<file path="src/rtl/seqdet_pkg.sv">
// rtl/seqdet_pkg.sv - shared constants, types and helpers for the sequence detector
//
// Purpose : default target patterns, the detection-mode type and the helper
//           that sizes the fill counter for a given pattern length.
// Contents: SEQ_11010, SEQ_1010, mode_e, fill_width()
package seqdet_pkg;

  // Default target sequences; the MSB is the first bit received.
  localparam logic [4:0] SEQ_11010 = 5'b11010;
  localparam logic [3:0] SEQ_1010  = 4'b1010;

  // What happens to the history once a match has been declared.
  typedef enum logic {
    MODE_NON_OVERLAP = 1'b0,  // restart: next match needs PAT_LEN fresh bits
    MODE_OVERLAP     = 1'b1   // keep history so trailing bits can match again
  } mode_e;

  // Fill counts 0..pat_len inclusive, so it needs room for pat_len+1 values.
  function automatic int fill_width(input int pat_len);
    return $clog2(pat_len + 1);
  endfunction

endpackage

</file>
<file path="src/rtl/seq_detector_param_if.sv">
// rtl/seq_detector_param_if.sv - stream/status bundle between a bit source and the detector
//
// Purpose : groups the qualified serial input, mode/clear controls and the
//           detector results so they travel as one port.
// Ports   : i_valid, i_A       serial bit and its qualifier (source -> detector)
//           i_overlap, i_clear mode select and synchronous clear (source -> detector)
//           o_Z, o_count,      match pulse, saturating match count and
//           o_fill             current fill level (detector -> source)
// Modports: master = bit source / checker, slave = detector
interface seq_detector_param_if #(
  parameter int CNT_W  = 8,
  parameter int FILL_W = 3
) ();

  logic              i_valid;
  logic              i_A;
  logic              i_overlap;
  logic              i_clear;
  logic              o_Z;
  logic [CNT_W-1:0]  o_count;
  logic [FILL_W-1:0] o_fill;

  modport master (
    output i_valid,
    output i_A,
    output i_overlap,
    output i_clear,
    input  o_Z,
    input  o_count,
    input  o_fill
  );

  modport slave (
    input  i_valid,
    input  i_A,
    input  i_overlap,
    input  i_clear,
    output o_Z,
    output o_count,
    output o_fill
  );

endinterface

</file>
<file path="src/rtl/seqdet_history.sv">
// rtl/seqdet_history.sv - shift-register history and fill counter for the detector
//
// Purpose : holds the last PAT_LEN consumed bits and how many of them are
//           valid toward a match. Exposes the post-shift values so the
//           parent can compare against the pattern on the same edge.
// Ports   : i_clock, i_rst_n   clock and asynchronous active-low reset
//           i_clear            synchronous clear of history and fill (wins)
//           i_shift, i_bit     consume i_bit this edge
//           i_restart          with i_shift: drop fill to 0 instead of advancing
//           o_history_next     history as it will be after this shift
//           o_fill             current fill level
//           o_fill_next        fill as it will be after this shift (pre-restart)
module seqdet_history #(
  parameter int PAT_LEN = 5,
  parameter int FILL_W  = 3
) (
  input  logic               i_clock,
  input  logic               i_rst_n,
  input  logic               i_clear,
  input  logic               i_shift,
  input  logic               i_bit,
  input  logic               i_restart,
  output logic [PAT_LEN-1:0] o_history_next,
  output logic [FILL_W-1:0]  o_fill,
  output logic [FILL_W-1:0]  o_fill_next
);

  localparam logic [FILL_W-1:0] FILL_FULL = FILL_W'(PAT_LEN);

  logic [PAT_LEN-1:0] history;

  // The full history is always kept, even while fill is low, so a mismatch
  // never throws away bits that could start a later match.
  assign o_history_next = {history[PAT_LEN-2:0], i_bit};

  // Fill saturates at PAT_LEN: once full, every new bit is a candidate end.
  assign o_fill_next = (o_fill == FILL_FULL) ? FILL_FULL : o_fill + 1'b1;

  always_ff @(posedge i_clock or negedge i_rst_n) begin
    if (!i_rst_n) begin
      history <= '0;
      o_fill  <= '0;
    end else if (i_clear) begin
      history <= '0;
      o_fill  <= '0;
    end else if (i_shift) begin
      history <= o_history_next;
      o_fill  <= i_restart ? '0 : o_fill_next;
    end
  end

endmodule

</file>
<file path="src/rtl/seq_detector_param.sv">
// rtl/seq_detector_param.sv - parameterised serial pattern detector with match counter
//
// Purpose : watches a qualified serial stream for PATTERN (MSB first),
//           pulses o_Z one clock after the edge that consumed the last bit,
//           and keeps a saturating count of matches. Overlapping or
//           non-overlapping detection is chosen per match via i_overlap.
// Ports   : i_clock  clock, all state changes on the rising edge
//           i_rst_n  asynchronous active-low reset (release assumed synchronous)
//           bus      seq_detector_param_if.slave: i_valid, i_A, i_overlap,
//                    i_clear in; o_Z, o_count, o_fill out
module seq_detector_param
  import seqdet_pkg::*;
#(
  parameter int                 PAT_LEN = 5,
  parameter logic [PAT_LEN-1:0] PATTERN = SEQ_11010,
  parameter int                 CNT_W   = 8
) (
  input  logic                 i_clock,
  input  logic                 i_rst_n,
  seq_detector_param_if.slave  bus
);

  localparam int                FILL_W    = fill_width(PAT_LEN);
  localparam logic [FILL_W-1:0] FILL_FULL = FILL_W'(PAT_LEN);

  logic               consume;
  logic               match;
  logic               restart;
  mode_e              mode;
  logic [PAT_LEN-1:0] history_next;
  logic [FILL_W-1:0]  fill;
  logic [FILL_W-1:0]  fill_next;
  logic               z_q;
  logic [CNT_W-1:0]   count_q;

  // Clear outranks valid: a bit presented alongside clear is discarded.
  assign consume = bus.i_valid && !bus.i_clear;

  // Mode only matters on a match edge, so it is looked at nowhere else.
  assign mode = mode_e'(bus.i_overlap);

  // Only the full-fill state may declare a match, and only against the
  // post-shift history, so the match is seen on the consuming edge itself.
  assign match   = consume && (fill_next == FILL_FULL) && (history_next == PATTERN);
  assign restart = match && (mode == MODE_NON_OVERLAP);

  seqdet_history #(
    .PAT_LEN (PAT_LEN),
    .FILL_W  (FILL_W)
  ) u_history (
    .i_clock        (i_clock),
    .i_rst_n        (i_rst_n),
    .i_clear        (bus.i_clear),
    .i_shift        (consume),
    .i_bit          (bus.i_A),
    .i_restart      (restart),
    .o_history_next (history_next),
    .o_fill         (fill),
    .o_fill_next    (fill_next)
  );

  // Match pulse and counter are registered, giving the one-clock latency.
  always_ff @(posedge i_clock or negedge i_rst_n) begin
    if (!i_rst_n) begin
      z_q     <= 1'b0;
      count_q <= '0;
    end else if (bus.i_clear) begin
      z_q     <= 1'b0;
      count_q <= '0;
    end else begin
      z_q <= match;
      // Saturate at all-ones rather than wrapping back to zero.
      if (match && !(&count_q)) begin
        count_q <= count_q + 1'b1;
      end
    end
  end

  assign bus.o_Z     = z_q;
  assign bus.o_count = count_q;
  assign bus.o_fill  = fill;

endmodule
</file>
<file path="src/flat_wrapper.sv">
// flat-port wrapper written by rule: the top's interface ports become plain ports
module seq_detector_param_flat import seqdet_pkg::*;
#(
  parameter int                 PAT_LEN = 5,
  parameter logic [PAT_LEN-1:0] PATTERN = SEQ_11010,
  parameter int                 CNT_W   = 8
)
  (i_clock, i_rst_n, bus_i_valid, bus_i_A, bus_i_overlap, bus_i_clear, bus_o_Z, bus_o_count, bus_o_fill);
  seq_detector_param_if #(.CNT_W(CNT_W)) bus_i ();
  input  logic i_clock;
  input  logic i_rst_n;
  input wire logic [$bits(bus_i.i_valid)-1:0] bus_i_valid;
  input wire logic [$bits(bus_i.i_A)-1:0] bus_i_A;
  input wire logic [$bits(bus_i.i_overlap)-1:0] bus_i_overlap;
  input wire logic [$bits(bus_i.i_clear)-1:0] bus_i_clear;
  output wire logic [$bits(bus_i.o_Z)-1:0] bus_o_Z;
  output wire logic [$bits(bus_i.o_count)-1:0] bus_o_count;
  output wire logic [$bits(bus_i.o_fill)-1:0] bus_o_fill;
  assign bus_i.i_valid = bus_i_valid;
  assign bus_i.i_A = bus_i_A;
  assign bus_i.i_overlap = bus_i_overlap;
  assign bus_i.i_clear = bus_i_clear;
  assign bus_o_Z = bus_i.o_Z;
  assign bus_o_count = bus_i.o_count;
  assign bus_o_fill = bus_i.o_fill;
  seq_detector_param #(.PAT_LEN(PAT_LEN), .PATTERN(PATTERN), .CNT_W(CNT_W)) u_core (.i_clock(i_clock), .i_rst_n(i_rst_n), .bus(bus_i));
endmodule
</file>
<file path="config.mk">
export PLATFORM = sky130hd
export DESIGN_NAME = seq_detector_param_flat
export DESIGN_NICKNAME = d
export VERILOG_FILES = /design/src/rtl/seqdet_pkg.sv /design/src/rtl/seq_detector_param_if.sv /design/src/rtl/seqdet_history.sv /design/src/rtl/seq_detector_param.sv /design/src/flat_wrapper.sv
export SDC_FILE = /design/constraint.sdc
export NUM_CORES = 1
export LEC_CHECK = 0
export BUFFER_PORTS_ARGS = -buffer_cell sky130_fd_sc_hd__buf_2
export CAP_MARGIN = 20
export CORE_UTILIZATION = 48
export CTS_CLUSTER_DIAMETER = 60
export DETAILED_ROUTE_END_ITERATION = 12
export HOLD_SLACK_MARGIN = 0.05
export PLACE_DENSITY = 0.72
export SLEW_MARGIN = 10
export SYNTH_ARGS = -nofsm -noshare
export SYNTH_HDL_FRONTEND = slang
export SYNTH_SLANG_ARGS = --single-unit
</file>
<file path="constraint.sdc">
create_clock -name i_clock -period 4.5 [get_ports i_clock]
set_clock_uncertainty 0.05 [all_clocks]
set_input_delay 0.225 -clock i_clock [delete_from_list [all_inputs] [get_ports i_clock]]
set_output_delay 0.225 -clock i_clock [all_outputs]
set_load 0.03 [all_outputs]
</file>
==> results of run 1 <==
-- tightest hold or removal path, cell delays in order --
cell                      delay [ps]
sky130_fd_sc_hd__buf_2            90
sky130_fd_sc_hd__mux2i_1          60
sky130_fd_sc_hd__nor2_1           80
-- path summary, 6_finish.rpt --
check                                                 start                           to
worst min register to register  u_core.u_history.history[3]  u_core.u_history.history[3]
worst max-delay path                  u_core.bus.o_count[0]        u_core.bus.o_count[3]
max in group asynchronous                           i_rst_n  u_core.u_history.history[1]
min in group asynchronous                           i_rst_n        u_core.bus.o_count[5]
worst max register to register        u_core.bus.o_count[0]        u_core.bus.o_count[3]
worst min-delay path                                bus_i_A  u_core.u_history.history[0]
-- registers in the layout (all words and copies together) (netlist names) --
signal,flops
u_core.bus.o_Z,1
u_core.u_history.history,4
u_core.u_history.o_fill,3
u_core.bus.o_count,8
-- power groups by stage --
stage / Sequential, mW / Combinational, mW / Clock, mW
6_report: 0.149 / 0.0206 / 0.0960
5_1_grt: 0.149 / 0.0228 / 0.105
4_1_cts: 0.149 / 0.0208 / 0.0996
3_5_place_dp: 0.152 / 0.0201 / 0
3_3_place_gp: 0.152 / 0.0197 / 0
2_1_floorplan: 0.154 / 0.00885 / 0
-- final cells by class --
cell class / count / area share (%)
flip-flops and latches: 16 / 42.8
inverters: 5 / 2.01
multi-input cells: 59 / 39.0
clock buffers: 4 / 3.88
well taps: 16 / 2.14
repair buffers: 18 / 10.2
-- cell usage after synthesis, drive strengths merged, types with 2 or more instances --
library cell	count	area (um^2)
inv	5	18.8
nand3	5	25.0
o21ai	4	20.0
or4	3	22.5
buf	2	12.5
dfrtp	16	400
nor2	9	33.8
clkbuf	2	7.51
nand2	6	22.5
mux2i	4	40.0
o41ai	2	17.5
nor2b	2	12.5
or3	4	25.0
o31ai	4	30.0
a21oi	7	35.0
-- cell families after synthesis --
group	Yosys count	share of synthesized area, %
and+or+nand+nor	33	21.9
AOI/OAI and AO/OA	20	15.6
DFF	16	49.8
buffers and inverters	9	4.82
muxes	5	6.38
adders and majority gates	1	1.55
-- metal layers --
layer  wire [um]  part of all wire (%)  vias up
met1         790                    50      331
met3          73                   4.6        5
met4          40                   2.5        0
met2         673                    43       14
li1            -                     -      343
met5           0                     0        -
-- what timing repair did --
item | in CTS | in global routing
hold buffers | 1 | 0
hold endpoints to repair | 16 | 0
setup buffers | 0 | 0
==> impl_summary.log, run 1 <==
INFO  metric dr.first_iter.drc_count = 16
INFO  metric vias = between 600 and 700
INFO  metric cells_along_the_critical_path = ha_1, nand2_1, nor3_1, or4_1, a21oi_1
INFO  metric power_report.internal_total = between 0.2 and 0.25 mW
INFO  metric relSlewSlack = 35.8%
INFO  metric post_synth_inst_count = 84
INFO  metric flops_latches_synth = 16
INFO  metric max_freq = about 530 MHz
INFO  metric post-layout-total-power = 0.266 mW
INFO  metric grt_util_met1 = 24.7%
INFO  metric ios = 18
INFO  metric detail_route.vias_per_cell = a little under 6
INFO  metric yosysSeqAreaShare = about half
INFO  metric clock_power_share = a little over a third
INFO  metric power.ir.vdd_worst = approximately 160 uV
INFO  metric post-route-drc-count = 0
INFO  metric cts_tree = yes
INFO  metric sw_frac_of_total = a little under a quarter
INFO  metric power.share.sequential = a little under three fifths
INFO  metric async_flop_share = between 90% and 100%
INFO  metric dieHeight = between 40 and 50 um
INFO  metric mapped_avg_cell_area = between 9 and 10 um^2
INFO  metric finish.cell_count_without_fillers = around 120
INFO  metric fp.coreArea = roughly 1500 um^2
INFO  metric endpoint_kind = register
INFO  metric timing.hold.worst.class = in2reg
INFO  metric finalInstanceArea = 936 um^2
INFO  metric gp_congestion = around 0.74
INFO  metric worst_slew_pin_slew = between 900 and 1000 ps
INFO  metric cts_inserted_buffers = 3
INFO  metric die_wd = 42.9 um
INFO  metric drtPass1Iterations = 4
INFO  metric grt.met3_usage = roughly 7.7%
INFO  metric antennaDiodeCount = 0
INFO  metric layout.cells.most_common_list = sky130_fd_sc_hd__buf_2, sky130_fd_sc_hd__dfrtp_1, sky130_fd_sc_hd__nor2_1
INFO  metric clockBufferDepth = 2
INFO  metric drtAntennaViolNets = 0
INFO  metric fill_cells = roughly 140
INFO  metric ys.warnings.count = 0
INFO  metric multi_input_comb_area = 365 um^2
INFO  metric hold_viol_final = 0
INFO  metric placed_cells_incl_taps = around 110
INFO  metric grt_pass1_wl = 2.57 mm
INFO  metric final-seq-area = roughly 400 um^2
INFO  metric syn_area = ~800 um^2
INFO  metric top_usage_layer = met2
INFO  metric grt_usage = between 10% and 20%
INFO  metric io_buffers = 17
INFO  metric final.setup.tns = 0 ps
INFO  metric cts.htree.levels = 1
INFO  metric max_cap_violations = 0
INFO  metric report.final.slew_viol_count = 0
INFO  metric path_max_fanout = 11
INFO  metric final.setup.worst_slack = around 2600 ps
INFO  metric grt_max_degree = 17
INFO  metric critical_path.top_delay_family = simple AND/OR/NAND/NOR gates
INFO  metric die_area = roughly 1800 um^2
INFO  metric floorplan.initialDensity = between 50 and 60%
INFO  metric routedWlPerCell = 13.4 um
INFO  metric detailedPlacementHpwl = between 1 and 1.5 mm
INFO  metric clock_sinks = 16
INFO  metric run_status = completed
INFO  metric post_cts_sizing_count = 0
INFO  metric leakage = 0.443 nW
INFO  metric number_of_synthesized_flops_with_an_enable_pin = 0
INFO  metric cp_data_arrival_time = between 2000 and 2500 ps
INFO  metric met2_grt_util = between 20% and 30%
INFO  metric slowest_delay = between 700 and 800 ps
INFO  metric number_of_antenna_violations_at_the_first_check_in_global_routing = 0
INFO  metric grt_setup_unrepaired = no
INFO  metric layout.core_utilization = about three fifths
INFO  metric fin_crit = roughly 1900 ps
INFO  metric crit_path_top_delay_cell = sky130_fd_sc_hd__nor3_1
INFO  metric drive_gt1_share = between 20% and 30%
INFO  metric layout_worst_path_cycle_share = about two fifths
INFO  metric cp_data_required_time = 4620 ps
INFO  metric setup_viol = 0
INFO  metric ff2ff_setup_slack = approximately 2600 ps
INFO  metric cts.clk_slew.worst_paths = 90 ps
INFO  metric synth.lib_cells_used.distinct = 25
INFO  metric net-switching-power = 0.0632 mW
INFO  metric ctsRootBufferMaster = sky130_fd_sc_hd__clkbuf_4
INFO  metric synth_top_flop_cell = sky130_fd_sc_hd__dfrtp_1
INFO  metric mostFrequentLayoutCell = sky130_fd_sc_hd__buf_2
INFO  metric pwr-share-comb = 7.8%
INFO  metric critical_path_depth = 5
INFO  metric wl = 1.58 mm
INFO  metric worst_skew_pair.late_latency = slightly below 300 ps
INFO  metric type_of_the_worst_setup_path = reg2reg
INFO  metric num_rows = 14
INFO  metric worst-path-buf-inv = 0
INFO  metric post_route_worst_hold_slack = about 140 ps
INFO  metric start_kind = register
INFO  metric grt_overflow_total = 0
INFO  metric dp_worst_setup_slack = 2640 ps
INFO  metric area_growth = 16.3%
INFO  metric hold-path-cell-count = 3
INFO  metric placement.cell_area = around 890 um^2
INFO  metric synth_nets = 91
INFO  metric first_global_vias = 570
INFO  metric reg2regPathDepth = 5
INFO  metric powerDensity = between 200 and 300 nW/um^2
INFO  metric finalNetCount = 110
Power figures use the tool's default switching activity.
==> run 2, diff against run 1 <==
CORE_UTILIZATION = 46   (was 48)
clock period = 1.55 ns   (was 4.5 ns; I/O delays follow)
==> run 2 against run 1 <==
  * The run now ends with DRC, setup timing left
  * Register-to-register slack lost 2700 ps
  * Utilization grew 13 points
  * Combinational power grew to 3.5 times the previous value
  * First-iteration DRC count shrank 31%
  * Setup slack lost 2700 ps
  * Fmax grew 15%
  * Global-route usage grew 1.7 points
  * Non-clock buffer count grew 18
  * Count of clock-buffer cells in the layout is the same
==> impl_summary.log, run 2 (synthesized netlist as in run 1, its figures left out) <==
INFO  metric cts_inserted_buffers = 3 (unchanged)
INFO  metric failed_checks = DRC, setup timing
INFO  metric mostFrequentLayoutCell = sky130_fd_sc_hd__buf_2
INFO  metric area_growth = 43.9%
INFO  metric run_status = finished, violations left
INFO  metric detailedPlacementHpwl = 1.30 mm (+19%)
INFO  metric post-route-drc-count = 1 (+1)
INFO  metric cts.clk_slew.worst_paths = 100 ps (about the same)
INFO  metric reg2regPathDepth = 5 (unchanged)
INFO  metric final.setup.worst_slack = -86.5 ps (-2700 ps)
INFO  metric drive_gt1_share = 48.3% (+26 points)
INFO  metric power.share.sequential = 55.2% (-0.9 points)
INFO  metric io_buffers = 17 (unchanged)
INFO  metric hold-path-cell-count = 3 (unchanged)
INFO  metric cts.htree.levels = 1 (unchanged)
INFO  metric placement.cell_area = 1020 um^2 (+15%)
INFO  metric power_report.internal_total = 0.596 mW (+190%)
INFO  metric setup_viol = 3 (+3)
INFO  metric layout_worst_path_cycle_share = 106% (+64 points)
INFO  metric layout.cells.most_common_list = sky130_fd_sc_hd__buf_2, sky130_fd_sc_hd__buf_4, sky130_fd_sc_hd__dfrtp_1
INFO  metric detail_route.vias_per_cell = 5.60 (-4.6%)
INFO  metric power.ir.vdd_worst = 539 uV (+250%)
INFO  metric ctsRootBufferMaster = sky130_fd_sc_hd__clkbuf_4
INFO  metric final.setup.tns = -171 ps (-171 ps)
INFO  metric type_of_the_worst_setup_path = reg2reg
INFO  metric net-switching-power = 0.188 mW (+200%)
INFO  metric relSlewSlack = 75.5% (+40 points)
INFO  metric cp_data_arrival_time = 1790 ps (-220 ps)
INFO  metric first_global_vias = 678 (+19%)
INFO  metric routedWlPerCell = 14.4 um (+7.7%)
INFO  metric antennaDiodeCount = 0 (unchanged)
INFO  metric grt_setup_unrepaired = yes
INFO  metric placed_cells_incl_taps = 127 (+12%)
INFO  metric finalNetCount = 128 (+16%)
INFO  metric hold_path_end = u_core.bus.o_count[3]
INFO  metric worst_skew_pair.late_latency = 290 ps (about the same)
INFO  metric cts_tree = yes
INFO  metric powerDensity = 677 nW/um^2 (+140%)
INFO  metric max_freq = 611 MHz (+15%)
INFO  metric vias = 762 (+10%)
INFO  metric fp.coreArea = 1580 um^2 (+2.3%)
INFO  metric hold_viol_final = 0 (unchanged)
INFO  metric start_kind = register
INFO  metric flip_flop_count_of_the_largest_register_after_layout = 8 (unchanged)
INFO  metric cp_data_required_time = 1710 ps (-2910 ps)
INFO  metric number_of_antenna_violations_at_the_first_check_in_global_routing = 0 (unchanged)
INFO  metric layout.core_utilization = 73.4% (+13 points)
INFO  metric worstReg2RegEnd = u_core.bus.o_count[4]
INFO  metric ff2ff_setup_slack = -90 ps (-2700 ps)
INFO  metric clock_power_share = 35.5% (-0.6 points)
INFO  metric grt_pass1_wl = 2.90 mm (+13%)
INFO  metric worst_slew_pin_slew = 367 ps (-588 ps)
INFO  metric clockBufferDepth = 2 (unchanged)
INFO  metric drtPass1Iterations = 8 (+4)
INFO  metric dr.first_iter.drc_count = 11 (-5)
INFO  metric grt_overflow_total = 0 (unchanged)
INFO  metric drtAntennaViolNets = 0 (unchanged)
INFO  metric wl = 1.96 mm (+24%)
INFO  metric worst_r2r_startpoint = u_core.bus.o_count[0]
INFO  metric path_max_fanout = 5 (-6)
INFO  metric dp_worst_setup_slack = -97.5 ps (-2730 ps)
INFO  metric grt_max_degree = 17 (unchanged)
INFO  metric die_wd = 43.8 um (+2.0%)
INFO  metric clock_sinks = 16 (unchanged)
INFO  metric hold_path.startpoint = bus_i_clear
INFO  metric finish.cell_count_without_fillers = 136 (+15%)
INFO  metric grt_usage = 21.2% (+1.7 points)
INFO  metric post_route_worst_hold_slack = 106 ps (-36.4 ps)
INFO  metric gp_congestion = 0.747 (+0.84%)
INFO  metric leakage = 0.550 nW (+24%)
INFO  metric report.final.slew_viol_count = 0 (unchanged)
INFO  metric floorplan.initialDensity = 51.0% (-1.2 points)
INFO  metric pwr-share-comb = 9.2% (+1.4 points)
INFO  metric timing.hold.worst.class = in2reg
INFO  metric die_area = 1920 um^2 (+4.1%)
INFO  metric max_cap_violations = 0 (unchanged)
INFO  metric fin_crit = 1640 ps (-247 ps)
INFO  metric post-layout-total-power = 0.784 mW (+200%)
INFO  metric finalInstanceArea = 1160 um^2 (+24%)
INFO  metric ios = 18 (unchanged)
INFO  metric dieHeight = 43.8 um (+2.0%)
INFO  metric sw_frac_of_total = 23.9% (+0.13 points)
INFO  metric fill_cells = 104 (-26%)
INFO  metric endpoint_kind = register
INFO  metric num_rows = 14 (unchanged)
-- run 2: cell count changes in the layout (fill, tap and decap cells not counted), moves of 2 or more --
cell,previous run,this run
sky130_fd_sc_hd__a21oi_1,7,5
sky130_fd_sc_hd__a21oi_2,0,2
sky130_fd_sc_hd__buf_4,0,16
sky130_fd_sc_hd__dfrtp_1,16,10
sky130_fd_sc_hd__dfrtp_2,0,6
-- run 2: how the worst max path moves through the flow --
stage                                start                    end  slack, ps  cells after the start
6_report             u_core.bus.o_count[0]  u_core.bus.o_count[4]        -90                      5
5_1_grt              u_core.bus.o_count[0]  u_core.bus.o_count[4]       -150                      5
4_1_cts        u_core.u_history.history[1]  u_core.bus.o_count[3]        -60                      4
3_5_place_dp   u_core.u_history.history[1]  u_core.bus.o_count[5]       -100                      5
3_3_place_gp   u_core.u_history.history[1]  u_core.bus.o_count[5]        -50                      5
2_1_floorplan        u_core.bus.o_count[1]  u_core.bus.o_count[3]        -10                      6
-- run 2: power groups by stage --
stage	combinational (mW)	sequential [mW]	clock [mW]
after floorplan	0.0261	0.449	0
after global placement	0.0654	0.440	0
after detailed placement	0.0664	0.441	0
after global routing	0.0794	0.434	0.299
final	0.0725	0.433	0.279
after CTS	0.0718	0.433	0.287
-- run 2: critical path: stages (launching register included) --
cell and delay [ps]:
sky130_fd_sc_hd__dfrtp_2 430, sky130_fd_sc_hd__ha_4 150, sky130_fd_sc_hd__buf_4 110, sky130_fd_sc_hd__nand3_1 70
sky130_fd_sc_hd__or4_1 560, sky130_fd_sc_hd__a21oi_2 190
-- run 2: metal layers --
| metal | vias to the layer above | share of wire, % | track usage, % |
|---|---|---|---|
| li1 | 377 | - | - |
| met1 | 365 | 45 | 26.8 |
| met2 | 16 | 50 | 33.1 |
| met3 | 4 | 3.5 | 4.58 |
| met4 | 0 | 1.3 | 12.5 |
| met5 | - | 0 | 0 |
-- run 2: timing repair --
action,CTS,global route
hold buffers,2,0
endpoints found under the setup margin,6,8
buffers inserted,1,2
pin swaps,7,0
resized for setup,6,7
endpoints found under the hold margin,17,0
-- run 2: final cells by class --
type | instances | area (um^2) | area share, %
inverters | 5 | 18.8 | 1.62
multi-input cells | 59 | 438 | 37.8
clock buffers | 4 | 36.3 | 3.14
flip-flops and latches | 16 | 408 | 35.2
well taps | 16 | 20.0 | 1.73
repair buffers | 36 | 236 | 20.4
==> run 3, diff against run 2 <==
CORE_UTILIZATION = 40   (was 46)
PLACE_DENSITY = not set   (was 0.72)
SLEW_MARGIN = 30   (was 10)
==> run 3 against run 2 <==
  * Setup slack improved by 31 ps
  * Global-route usage shrank 0.69 points
  * Non-clock buffer count down 1
  * Clock power about the same
  * Hold slack better by 18 ps
  * Wire length is 0.56% higher
  * Final cell count grew 5.9%
  * Sequential share of layout area up 0.15 points
  * The run ends with setup timing left
  * Sequential power barely moved
  * Fmax grew 1.9%
  * Cell area decreased by 0.43%
  * Largest power group unchanged
==> impl_summary.log, run 3 (synthesized netlist as in run 1, its figures left out) <==
INFO  metric failed_checks = setup timing
INFO  metric hold_path_end = u_core.bus.o_count[0]
INFO  metric crit_path_top_delay_cell = sky130_fd_sc_hd__or4_4
INFO  metric worst_skew_pair.late_latency = 290 ps (about the same)
INFO  metric slowest_delay = 510 ps (-50 ps)
INFO  metric drtPass1Iterations = 4 (-4)
INFO  metric grt_max_degree = 17 (unchanged)
INFO  metric clockBufferDepth = 2 (unchanged)
INFO  metric placed_cells_incl_taps = 135 (+6.3%)
INFO  metric worst_slew_pin_slew = 369 ps (+2.14 ps)
INFO  metric drtAntennaViolNets = 0 (unchanged)
INFO  metric grt.met3_usage = 3.46% (-1.1 points)
INFO  metric mostFrequentLayoutCell = sky130_fd_sc_hd__buf_2
INFO  metric ff2ff_setup_slack = -60 ps (+30 ps)
INFO  metric met2_grt_util = 33.3% (+0.20 points)
INFO  metric hold_path.startpoint = bus_i_clear
INFO  metric max_cap_violations = 0 (unchanged)
INFO  metric die_area = 2190 um^2 (+14%)
INFO  metric placement.cell_area = 1020 um^2 (+0.37%)
INFO  metric gp_congestion = 0.765 (+2.4%)
INFO  metric start_kind = register
INFO  metric worst_r2r_startpoint = u_core.u_history.history[1]
INFO  metric die_wd = 46.8 um (+6.9%)
INFO  metric number_of_antenna_violations_at_the_first_check_in_global_routing = 0 (unchanged)
INFO  metric area_growth = 43.2%
INFO  metric cts.clk_slew.worst_paths = 100 ps (about the same)
INFO  metric report.final.slew_viol_count = 0 (unchanged)
INFO  metric max_freq = 623 MHz (+1.9%)
INFO  metric leakage = 0.528 nW (-4.0%)
INFO  metric routedWlPerCell = 13.7 um (-5.0%)
INFO  metric flip_flop_count_of_the_largest_register_after_layout = 8 (unchanged)
INFO  metric grt_util_met1 = 27.0% (+0.18 points)
INFO  metric io_buffers = 17 (unchanged)
INFO  metric floorplan.initialDensity = 44.7% (-6.4 points)
INFO  metric grt_pass1_wl = 3.15 mm (+8.3%)
INFO  metric timing.hold.worst.class = in2reg
INFO  metric wl = 1.97 mm (+0.56%)
INFO  metric clock_sinks = 16 (unchanged)
INFO  metric dp_worst_setup_slack = -173 ps (-75.9 ps)
INFO  metric post-layout-total-power = 0.790 mW (+0.75%)
INFO  metric relSlewSlack = 75.2% (-0.28 points)
INFO  metric first_global_vias = 726 (+7.1%)
INFO  metric hold_viol_final = 0 (unchanged)
INFO  metric cts_inserted_buffers = 3 (unchanged)
INFO  metric worstReg2RegEnd = u_core.bus.o_count[3]
INFO  metric grt_usage = 20.5% (-0.69 points)
INFO  metric fp.coreArea = 1800 um^2 (+14%)
INFO  metric cp_data_arrival_time = 1780 ps (about the same)
INFO  metric layout_worst_path_cycle_share = 104% (-2.0 points)
INFO  metric path_max_fanout = 7 (+2)
INFO  metric power.ir.vdd_worst = 423 uV (-21%)
INFO  metric vias = 775 (+1.7%)
INFO  metric ios = 18 (unchanged)
INFO  metric ctsRootBufferMaster = sky130_fd_sc_hd__clkbuf_4
INFO  metric dr.first_iter.drc_count = 13 (+2)
INFO  metric fin_crit = 1610 ps (-30.7 ps)
INFO  metric run_status = finished, violations left
INFO  metric top_usage_layer = met2
INFO  metric antennaDiodeCount = 0 (unchanged)
INFO  metric post-route-drc-count = 0 (-1)
INFO  metric powerDensity = 685 nW/um^2 (+1.2%)
INFO  metric final.setup.tns = -121 ps (+49.9 ps)
INFO  metric cts.htree.levels = 1 (unchanged)
INFO  metric finish.cell_count_without_fillers = 144 (+5.9%)
INFO  metric final.setup.worst_slack = -55.7 ps (+30.7 ps)
INFO  metric reg2regPathDepth = 4 (-1)
INFO  metric detailedPlacementHpwl = 1.36 mm (+4.5%)
INFO  metric cts_tree = yes
INFO  metric finalInstanceArea = 1150 um^2 (-0.43%)
INFO  metric finalNetCount = 127 (-0.78%)
INFO  metric cp_data_required_time = 1720 ps (about the same)
INFO  metric grt_overflow_total = 0 (unchanged)
INFO  metric dieHeight = 46.8 um (+6.9%)
INFO  metric type_of_the_worst_setup_path = reg2reg
INFO  metric drive_gt1_share = 47.9% (-0.43 points)
INFO  metric grt_setup_unrepaired = yes
INFO  metric hold-path-cell-count = 3 (unchanged)
INFO  metric layout.cells.most_common_list = sky130_fd_sc_hd__buf_2, sky130_fd_sc_hd__buf_4, sky130_fd_sc_hd__dfrtp_1
INFO  metric endpoint_kind = register
INFO  metric detail_route.vias_per_cell = 5.38 (-3.9%)
INFO  metric num_rows = 15 (+1)
INFO  metric cells_along_the_critical_path = and4b_2, nand4_4, or4_4, a21oi_2
INFO  metric setup_viol = 6 (+3)
-- run 3: repair_timing --
item / CTS / global route
endpoints found under the setup margin: 8 / 8
gates resized for setup: 6 / 6
setup buffers: 3 / 0
hold endpoints to repair: 17 / 0
cloned: 0 / 0
hold buffers: 2 / 0
pin swaps: 9 / 1
-- run 3: worst max path at each step --
| stage | from | end | slack, ps | cells past startpoint |
|---|---|---|---|---|
| final | u_core.u_history.history[1] | u_core.bus.o_count[3] | -60 | 4 |
| after global routing | u_core.u_history.history[1] | u_core.bus.o_count[3] | -140 | 5 |
| after CTS | u_core.u_history.history[1] | u_core.bus.o_count[3] | -40 | 4 |
| after detailed placement | u_core.u_history.history[1] | u_core.bus.o_count[0] | -170 | 5 |
| after global placement | u_core.u_history.history[1] | u_core.bus.o_count[0] | -110 | 5 |
| after floorplan | u_core.bus.o_count[1] | u_core.bus.o_count[3] | -10 | 6 |
-- run 3: per-stage QoR --
stage | util (%) | hold WS, ps
floorplan | - | -268
global placement | 56.8 | -40.1
detailed placement | 56.8 | -39.6
CTS | 62.8 | 126
global route | 64.0 | 120
finish | 64.0 | 124
-- run 3: power breakdown --
group	total [mW]	leakage [nW]	switching [mW]	internal [mW]
clock network	0.281	0.0210	0.138	0.143
registers	0.431	0.211	0.00663	0.425
logic	0.0774	0.296	0.0466	0.0308
total	0.790	0.528	0.191	0.599
-- run 3: layer usage --
| metal | share of wire (%) | routed length [um] |
|---|---|---|
| met5 | 0 | 0 |
| met4 | 0.76 | 15 |
| met3 | 3.7 | 73 |
| met2 | 48 | 936 |
| met1 | 48 | 942 |
-- run 3: final cells by class --
| cell class | count | area (um^2) |
|---|---|---|
| fillers | 164 | 649 |
| multi-input cells | 59 | 425 |
| flip-flops and latches | 16 | 408 |
| repair buffers | 35 | 233 |
| clock buffers | 4 | 36.3 |
| well taps | 25 | 31.3 |
| inverters | 5 | 18.8 |
-- run 3: worst max-delay path: cells and delay by family, from the launching register on --
kind / cells / cell delay, ps
AND/OR/NAND/NOR: 3 / 960
flip-flops: 1 / 400
AO/OA/AOI/OAI: 1 / 130
